===== src/rtl/ddr3_sched_pkg.sv =====
// Shared types and constants for the DDR3 port scheduler.
package ddr3_sched_pkg;

    typedef enum logic [3:0] {
        ST_INIT = 4'b0001,
        ST_ARB  = 4'b0010,
        ST_WR   = 4'b0100,
        ST_RD   = 4'b1000
    } state_t;

    localparam logic [2:0] CMD_WR = 3'd0;
    localparam logic [2:0] CMD_RD = 3'd1;

    localparam int unsigned ADDR_STEP_DEF = 8;

endpackage


===== src/rtl/ddr3_port_sched_if.sv =====
// Requester and MIG user-interface signals for ddr3_port_sched.
interface ddr3_port_sched_if #(
    parameter int unsigned NPORT  = 4,
    parameter int unsigned ADDR_W = 28,
    parameter int unsigned LEN_W  = 8
);
    logic                      init_calib_complete;
    logic                      app_rdy;
    logic                      app_wdf_rdy;
    logic                      app_rd_data_valid;
    logic [NPORT-1:0]          req;
    logic [NPORT-1:0]          req_rd;
    logic [NPORT*ADDR_W-1:0]   req_addr;
    logic [NPORT*LEN_W-1:0]    req_len;
    logic [NPORT-1:0]          grant;
    logic [NPORT-1:0]          done;
    logic [NPORT-1:0]          wr_pop;
    logic [NPORT-1:0]          rd_push;
    logic                      app_en;
    logic [2:0]                app_cmd;
    logic [ADDR_W-1:0]         app_addr;
    logic                      app_wdf_wren;
    logic                      app_wdf_end;
    logic                      busy;
    logic                      err_orphan;

    modport master (
        input  init_calib_complete, app_rdy, app_wdf_rdy, app_rd_data_valid,
        input  req, req_rd, req_addr, req_len,
        output grant, done, wr_pop, rd_push,
        output app_en, app_cmd, app_addr, app_wdf_wren, app_wdf_end, busy, err_orphan
    );

    modport slave (
        output init_calib_complete, app_rdy, app_wdf_rdy, app_rd_data_valid,
        output req, req_rd, req_addr, req_len,
        input  grant, done, wr_pop, rd_push,
        input  app_en, app_cmd, app_addr, app_wdf_wren, app_wdf_end, busy, err_orphan
    );
endinterface


===== src/rtl/ddr3_tag_fifo.sv =====
// In-order read tag FIFO with show-ahead head; push when full and pop when empty are ignored.
module ddr3_tag_fifo #(
    parameter int unsigned WIDTH = 2,
    parameter int unsigned DEPTH = 16
) (
    input  logic             clk,
    input  logic             rst_n,
    input  logic             push,
    input  logic             pop,
    input  logic [WIDTH-1:0] din,
    output logic [WIDTH-1:0] head,
    output logic             full,
    output logic             empty
);
    localparam int unsigned AW = $clog2(DEPTH);
    localparam logic [AW:0] PTR_ONE = {{AW{1'b0}}, 1'b1};

    logic [WIDTH-1:0] mem [DEPTH];
    logic [AW:0]      wr_ptr;
    logic [AW:0]      rd_ptr;
    logic             do_push;
    logic             do_pop;

    assign do_push = push & ~full;
    assign do_pop  = pop & ~empty;

    always_ff @(posedge clk or negedge rst_n) begin
        if (!rst_n) begin
            wr_ptr <= '0;
            rd_ptr <= '0;
        end else begin
            if (do_push) wr_ptr <= wr_ptr + PTR_ONE;
            if (do_pop)  rd_ptr <= rd_ptr + PTR_ONE;
        end
    end

    always_ff @(posedge clk) begin
        if (do_push) mem[wr_ptr[AW-1:0]] <= din;
    end

    assign head  = mem[rd_ptr[AW-1:0]];
    assign empty = (wr_ptr == rd_ptr);
    assign full  = (wr_ptr[AW] != rd_ptr[AW]) && (wr_ptr[AW-1:0] == rd_ptr[AW-1:0]);
endmodule


===== src/rtl/ddr3_port_sched.sv =====
// Round-robin burst scheduler sharing the MIG user interface between NPORT requesters.
module ddr3_port_sched
    import ddr3_sched_pkg::*;
#(
    parameter int unsigned NPORT     = 4,
    parameter int unsigned ADDR_W    = 28,
    parameter int unsigned LEN_W     = 8,
    parameter int unsigned ADDR_STEP = ADDR_STEP_DEF,
    parameter int unsigned TAG_DEPTH = 16
) (
    input  logic                 ui_clk,
    input  logic                 rst_n,
    ddr3_port_sched_if.master    bus
);
    localparam int unsigned PW = (NPORT > 1) ? $clog2(NPORT) : 1;

    state_t              state, state_nx;
    logic [PW-1:0]       rr_ptr, port_q, win_idx, rr_idx;
    logic                win_found;
    logic [2:0]          cmd_q;
    logic [ADDR_W-1:0]   cur_addr;
    logic [LEN_W-1:0]    len_q, beat_cnt, len_sel;
    logic                fire_wr, fire_rd, fire, last_beat;
    logic                tag_full, tag_empty, err_orphan_q;
    logic [PW-1:0]       tag_head;
    logic [ADDR_W-1:0]   addr_arr [NPORT];
    logic [LEN_W-1:0]    len_arr  [NPORT];

    for (genvar g = 0; g < NPORT; g++) begin : g_slice
        assign addr_arr[g] = bus.req_addr[g*ADDR_W +: ADDR_W];
        assign len_arr[g]  = bus.req_len[g*LEN_W +: LEN_W];
    end

    // First requester at or after rr_ptr, wrapping modulo NPORT.
    always_comb begin
        win_found = 1'b0;
        win_idx   = '0;
        rr_idx    = '0;
        for (int unsigned i = 0; i < NPORT; i++) begin
            rr_idx = PW'((32'(rr_ptr) + i) % NPORT);
            if (!win_found && bus.req[rr_idx]) begin
                win_found = 1'b1;
                win_idx   = rr_idx;
            end
        end
    end

    assign len_sel   = len_arr[win_idx];
    assign fire_wr   = (state == ST_WR) & bus.app_rdy & bus.app_wdf_rdy;
    assign fire_rd   = (state == ST_RD) & bus.app_rdy & ~tag_full;
    assign fire      = fire_wr | fire_rd;
    assign last_beat = (beat_cnt == len_q - LEN_W'(1));

    always_ff @(posedge ui_clk or negedge rst_n) begin
        if (!rst_n) state <= ST_INIT;
        else        state <= state_nx;
    end

    always_comb begin
        state_nx = state;
        unique case (state)
            ST_INIT: if (bus.init_calib_complete) state_nx = ST_ARB;
            ST_ARB:  if (win_found) state_nx = bus.req_rd[win_idx] ? ST_RD : ST_WR;
            ST_WR,
            ST_RD:   if (fire && last_beat) state_nx = ST_ARB;
            default: state_nx = ST_INIT;
        endcase
    end

    always_ff @(posedge ui_clk or negedge rst_n) begin
        if (!rst_n) begin
            rr_ptr       <= '0;
            port_q       <= '0;
            cmd_q        <= CMD_WR;
            cur_addr     <= '0;
            len_q        <= '0;
            beat_cnt     <= '0;
            err_orphan_q <= 1'b0;
        end else begin
            if (state == ST_ARB && win_found) begin
                rr_ptr   <= PW'((32'(win_idx) + 1) % NPORT);
                port_q   <= win_idx;
                cmd_q    <= bus.req_rd[win_idx] ? CMD_RD : CMD_WR;
                cur_addr <= addr_arr[win_idx];
                len_q    <= (len_sel == '0) ? LEN_W'(1) : len_sel;
                beat_cnt <= '0;
            end else if (fire) begin
                cur_addr <= cur_addr + ADDR_W'(ADDR_STEP);
                beat_cnt <= beat_cnt + LEN_W'(1);
            end
            if (bus.app_rd_data_valid && tag_empty) err_orphan_q <= 1'b1;
        end
    end

    ddr3_tag_fifo #(
        .WIDTH (PW),
        .DEPTH (TAG_DEPTH)
    ) u_tags (
        .clk   (ui_clk),
        .rst_n (rst_n),
        .push  (fire_rd),
        .pop   (bus.app_rd_data_valid),
        .din   (port_q),
        .head  (tag_head),
        .full  (tag_full),
        .empty (tag_empty)
    );

    // INIT counts as idle so every output reads 0 while reset is held.
    always_comb begin
        bus.app_en       = fire;
        bus.app_cmd      = cmd_q;
        bus.app_addr     = cur_addr;
        bus.app_wdf_wren = fire_wr;
        bus.app_wdf_end  = fire_wr;
        bus.wr_pop       = fire_wr ? (NPORT'(1) << port_q) : '0;
        bus.done         = (fire && last_beat) ? (NPORT'(1) << port_q) : '0;
        bus.grant        = (state == ST_ARB && win_found) ? (NPORT'(1) << win_idx) : '0;
        bus.rd_push      = (bus.app_rd_data_valid && !tag_empty) ? (NPORT'(1) << tag_head) : '0;
        bus.busy         = (state == ST_WR) || (state == ST_RD) || !tag_empty;
        bus.err_orphan   = err_orphan_q;
    end
endmodule

===== src/flat_wrapper.sv =====
// flat-port wrapper written by rule: the top's interface ports become plain ports
module ddr3_port_sched_flat import ddr3_sched_pkg::*;
#(
    parameter int unsigned NPORT     = 4,
    parameter int unsigned ADDR_W    = 28,
    parameter int unsigned LEN_W     = 8,
    parameter int unsigned ADDR_STEP = ADDR_STEP_DEF,
    parameter int unsigned TAG_DEPTH = 16
)
  (ui_clk, rst_n, bus_init_calib_complete, bus_app_rdy, bus_app_wdf_rdy, bus_app_rd_data_valid, bus_req, bus_req_rd, bus_req_addr, bus_req_len, bus_grant, bus_done, bus_wr_pop, bus_rd_push, bus_app_en, bus_app_cmd, bus_app_addr, bus_app_wdf_wren, bus_app_wdf_end, bus_busy, bus_err_orphan);
  ddr3_port_sched_if #(.NPORT(NPORT), .ADDR_W(ADDR_W), .LEN_W(LEN_W)) bus_i ();
  input  logic ui_clk;
  input  logic rst_n;
  input wire logic [$bits(bus_i.init_calib_complete)-1:0] bus_init_calib_complete;
  input wire logic [$bits(bus_i.app_rdy)-1:0] bus_app_rdy;
  input wire logic [$bits(bus_i.app_wdf_rdy)-1:0] bus_app_wdf_rdy;
  input wire logic [$bits(bus_i.app_rd_data_valid)-1:0] bus_app_rd_data_valid;
  input wire logic [$bits(bus_i.req)-1:0] bus_req;
  input wire logic [$bits(bus_i.req_rd)-1:0] bus_req_rd;
  input wire logic [$bits(bus_i.req_addr)-1:0] bus_req_addr;
  input wire logic [$bits(bus_i.req_len)-1:0] bus_req_len;
  output wire logic [$bits(bus_i.grant)-1:0] bus_grant;
  output wire logic [$bits(bus_i.done)-1:0] bus_done;
  output wire logic [$bits(bus_i.wr_pop)-1:0] bus_wr_pop;
  output wire logic [$bits(bus_i.rd_push)-1:0] bus_rd_push;
  output wire logic [$bits(bus_i.app_en)-1:0] bus_app_en;
  output wire logic [$bits(bus_i.app_cmd)-1:0] bus_app_cmd;
  output wire logic [$bits(bus_i.app_addr)-1:0] bus_app_addr;
  output wire logic [$bits(bus_i.app_wdf_wren)-1:0] bus_app_wdf_wren;
  output wire logic [$bits(bus_i.app_wdf_end)-1:0] bus_app_wdf_end;
  output wire logic [$bits(bus_i.busy)-1:0] bus_busy;
  output wire logic [$bits(bus_i.err_orphan)-1:0] bus_err_orphan;
  assign bus_i.init_calib_complete = bus_init_calib_complete;
  assign bus_i.app_rdy = bus_app_rdy;
  assign bus_i.app_wdf_rdy = bus_app_wdf_rdy;
  assign bus_i.app_rd_data_valid = bus_app_rd_data_valid;
  assign bus_i.req = bus_req;
  assign bus_i.req_rd = bus_req_rd;
  assign bus_i.req_addr = bus_req_addr;
  assign bus_i.req_len = bus_req_len;
  assign bus_grant = bus_i.grant;
  assign bus_done = bus_i.done;
  assign bus_wr_pop = bus_i.wr_pop;
  assign bus_rd_push = bus_i.rd_push;
  assign bus_app_en = bus_i.app_en;
  assign bus_app_cmd = bus_i.app_cmd;
  assign bus_app_addr = bus_i.app_addr;
  assign bus_app_wdf_wren = bus_i.app_wdf_wren;
  assign bus_app_wdf_end = bus_i.app_wdf_end;
  assign bus_busy = bus_i.busy;
  assign bus_err_orphan = bus_i.err_orphan;
  ddr3_port_sched #(.NPORT(NPORT), .ADDR_W(ADDR_W), .LEN_W(LEN_W), .ADDR_STEP(ADDR_STEP), .TAG_DEPTH(TAG_DEPTH)) u_core (.ui_clk(ui_clk), .rst_n(rst_n), .bus(bus_i));
endmodule

===== config.mk =====
export PLATFORM = sky130hd
export DESIGN_NAME = ddr3_port_sched_flat
export DESIGN_NICKNAME = d
export VERILOG_FILES = /design/src/rtl/ddr3_sched_pkg.sv /design/src/rtl/ddr3_port_sched_if.sv /design/src/rtl/ddr3_tag_fifo.sv /design/src/rtl/ddr3_port_sched.sv /design/src/flat_wrapper.sv
export SDC_FILE = /design/constraint.sdc
export NUM_CORES = 1
export LEC_CHECK = 0
export ABC_AREA = 1
export BUFFER_PORTS_ARGS = -buffer_cell sky130_fd_sc_hd__buf_4
export CORE_MARGIN = 8
export CORE_UTILIZATION = 25
export DETAILED_ROUTE_END_ITERATION = 12
export SLEW_MARGIN = 15
export SYNTH_ARGS = -nofsm -noshare
export SYNTH_HDL_FRONTEND = slang
export SYNTH_SLANG_ARGS = --single-unit

===== constraint.sdc =====
create_clock -name ui_clk -period 2.3 [get_ports ui_clk]
set_input_delay 0.46 -clock ui_clk [delete_from_list [all_inputs] [get_ports ui_clk]]
set_output_delay 0.46 -clock ui_clk [all_outputs]
set_load 0.03 [all_outputs]

==> summary.md <==
| Metric | Value |
|---|---|
| Asr flop ratio synth | 0.667 |
| Max incr delay on CP | slightly below 400 ps |
| Tcrit/Tclk final | 1.21 |
| Final Power | 16.8 mW |
| Mux share of post-synthesis cell area | 0 |
| H-tree depth | 3 |
| Post-route ant nets | 0 |
| CP endpoint kind | output port |
| Worst path top cell family by delay | simple AND/OR/NAND/NOR gates |
| DRT iter0 DRCs | ~440 |
| Ant diodes | 0 |
| Die Width | 178 um |
| CTS tree | built |
| Yosys Warn Count | 0 |
| Setup violations, final | 47 |
| Simple logic cell fraction of the synthesized area | 0.306 |
| Mapped cell area | about 0.0066 mm2 |
| Endpoints failing hold | 0 |
| Sw Share | 0.496 |
| Dpl ws | -183 ps |
| Status | finished, violations left |
| Total GRT Usage | 0.161 |
| Kind of start point of the critical path | register |
| First-pass GRT wire length | 40.3 mm |
| Sequential power share | 0.178 |
| Total die area | 0.0318 mm2 |
| Vias in the first global route | 7557 |
| WP data required | 1840 ps |
| Gr ovfl total | 0 |
| Layout overhead on the synthesized area | 62.0% |
| Reg clk slew, reported paths | 60 ps |
| Detailed placement HPWL | 19.1 mm |
| Routed WL | 26.6 mm |
| Adder-Cell Fraction of Synth Area | 0.0228 |
| Post-synthesis sequential area ratio | 0.390 |
| Register bit count reported by yosys | 96 |
| CTS Buf Count | 9 |
| Floorplan row count | 59 |
| # IOs | 210 |
| Clk buf depth | 2 |
| Largest family of logic cells by synthesized area | simple AND/OR/NAND/NOR gates |
| Clk network pwr share | 0.094 |
| WP data arrival | between 2000 and 2500 ps |
| IO buf count | approximately 210 |
| Hold slack | 367 ps |
| CTS Sinks | 96 |
| Drt via density | 4.83 |
| Combinational Power Share | 0.728 |
| Routed wire per std cell | 17.5 um |
| Antenna violations before repair | 0 |
| Cell Area, Placed | 0.00892 mm2 |
| Post-synth EDFFs | 32 |
| Final clock skew | 8.93 ps |
| DRC violations left | 0 |
| Pwr Density | 1570 mW/mm2 |
| Synth Area in Compound Gates | 0.153 |
| CP max-delay cell | dfrtp_1 |
| Gp weighted congestion | 0.865 |
| Fmax | 0.360 GHz |
| Pint | 8.46 mW |
| Vias | 7344 |
| Mapped Cells | a little over 900 |
| Fraction of layout cells with a size suffix above 1 | 0.432 |
| RSZ-0062 raised after global routing | yes |
| CP bufs+invs | 4 |
| Final worst slack | -477 ps |
| Root buffer cell | clkbuf_16 |
| Netlist cell types | between 40 and 50 |
| Leading cell type in the layout, fill and taps excluded | buf_4 |
| Placed insts | around 1.5k |
| Die H | 178 um |
| First-pass iteration count of the detailed router | 5 |
| Crit path max fanout | 5 |
| Pin count of the biggest net entering global routing | 55 |
| Nets@finish | approximately 1.4k |
| Sw power | ~8.3 mW |
| Max-slew violation count | 0 |
| Post-Layout Cell Count | about 1.5k |
| Highest-count cells in the layout ignoring fill and taps | 248 x buf_4, 129 x nand2_1, 127 x nor2_1, 65 x inv_1, 57 x dfrtp_1 |
| Hold Path Class | in -> reg |
| Post-synth top flop | dfrtp_1 |
| Fin crit period | 2780 ps |
| MaxCap Viol Count | 0 |
| Final Cell Area | 0.0107 mm2 |
| Initial core utilization | 0.253 |
| Critical path type | reg -> out |
| LEAKAGE | 4.75 nW |
| Worst skew pair latency | 350 ps |
| CP Cell Sequence | inv_2 > ha_4 > inv_2 > nor2_4 > nand2_2 > nor2_2 > xor2_1 > nand3_1 > nor3_2 > nand4_1 > buf_6 > nor3_4 > buf_6 |
| Post-Synth XOR/XNOR Area | 0.0399 |
| Average size of a mapped cell | approximately 7.2 um2 |
| Peak VDD IR | 1100 uV |
| Core Area | 0.0260 mm2 |
| Violated checks | negative setup slack |
[Yosys cell counts, types with 17 or more instances]
master / number / area share
a21oi_1: 22 / 0.017
buf_2: 17 / 0.013
dfrtp_1: 63 / 0.24
edfxtp_1: 32 / 0.15
inv_1: 78 / 0.045
nand2_1: 162 / 0.092
nand3_1: 62 / 0.047
nor2_1: 164 / 0.094
nor3_1: 22 / 0.017
o211ai_1: 21 / 0.024
o21ai_0: 70 / 0.053
o21ai_1: 48 / 0.037
xor2_1: 25 / 0.033
[metrics by stage]
step	TNS (ps)	util
CTS	-6060	0.385
global route	-15750	0.410
global placement	-1430	0.343
floorplan	-607	-
finish	-8540	0.410
detailed placement	-2070	0.343
[final cells by class]
cell class / count / area (um2)
clock buffer: 13 / 272
fill: 2638 / 15300
inverter: 85 / 370
multi-input combinational: 685 / 4260
timing repair inverter: 1 / 8.76
timing repair buffer: 304 / 2730
clock inverter: 2 / 37.5
tap: 335 / 419
sequential: 96 / 2570
[path summary, 6_finish.rpt]
| path | to | slack, ps | from | depth (start not counted) |
|---|---|---|---|---|
| worst min-delay path | u_core.state[0] | 370 | bus_init_calib_complete | 3 |
| worst min register to register | u_core.bus.err_orphan | 490 | u_core.bus.err_orphan | 1 |
| max in group asynchronous | u_core.state[0] | 1240 | rst_n | 3 |
| worst max register to register | u_core.bus.app_addr[22] | -250 | u_core.rr_ptr[0] | 19 |
| worst max-delay path | bus_done[1] | -480 | u_core.len_q[0] | 13 |
| min in group asynchronous | u_core.bus.err_orphan | 490 | rst_n | 2 |
[kinds of logic (layout without fill, tap and decap cells)]
| group | Yosys count | after routing |
|---|---|---|
| other | 1 | 2 |
| buffers and inverters | 128 | 405 |
| DFF | 96 | 96 |
| and+or+nand+nor | 460 | 460 |
| xor gates and xnor gates | 30 | 30 |
| adders and majority gates | 12 | 12 |
| AOI/OAI and AO/OA | 181 | 181 |
[state kept, by name, summed over array words and instances, names as in the netlist]
signal / flops
u_core.beat_cnt: 8
u_core.bus.app_addr: 28
u_core.bus.app_cmd: 1
u_core.bus.err_orphan: 1
u_core.len_q: 8
u_core.port_q: 2
u_core.rr_ptr: 2
u_core.state: 4
u_core.u_tags.mem: 32
u_core.u_tags.rd_ptr: 5
u_core.u_tags.wr_ptr: 5
[metal layers]
| metal | global-route usage | share of wire |
|---|---|---|
| met5 | 0 | 0 |
| met4 | 0.0479 | 0.019 |
| met3 | 0.0510 | 0.075 |
| met2 | 0.272 | 0.49 |
| met1 | 0.194 | 0.42 |
[power groups by stage]
stage / Clock (mW) / Combinational [mW] / Sequential (mW)
after floorplan: 0 / 5.19 / 3.24
after global placement: 0 / 8.39 / 2.96
after detailed placement: 0 / 8.44 / 2.96
after CTS: 1.63 / 10.5 / 2.96
after global routing: 1.68 / 13.2 / 3.06
final: 1.58 / 12.2 / 2.98
[tightest hold or removal path: cells and delay by family]
family / cells / cell delay, ps
AO/OA/AOI/OAI: 1 / 60
buffers and inverters: 1 / 80
AND/OR/NAND/NOR: 1 / 110
[timing repair]
action	CTS	global route
pin swaps	58	88
setup endpoints to repair	30	65
hold buffers	1	0
buffers inserted	19	13
cloned	8	2
hold endpoints to repair	10	0
gates resized for setup	149	162
Note: power is estimated with default switching activity, not from simulation.
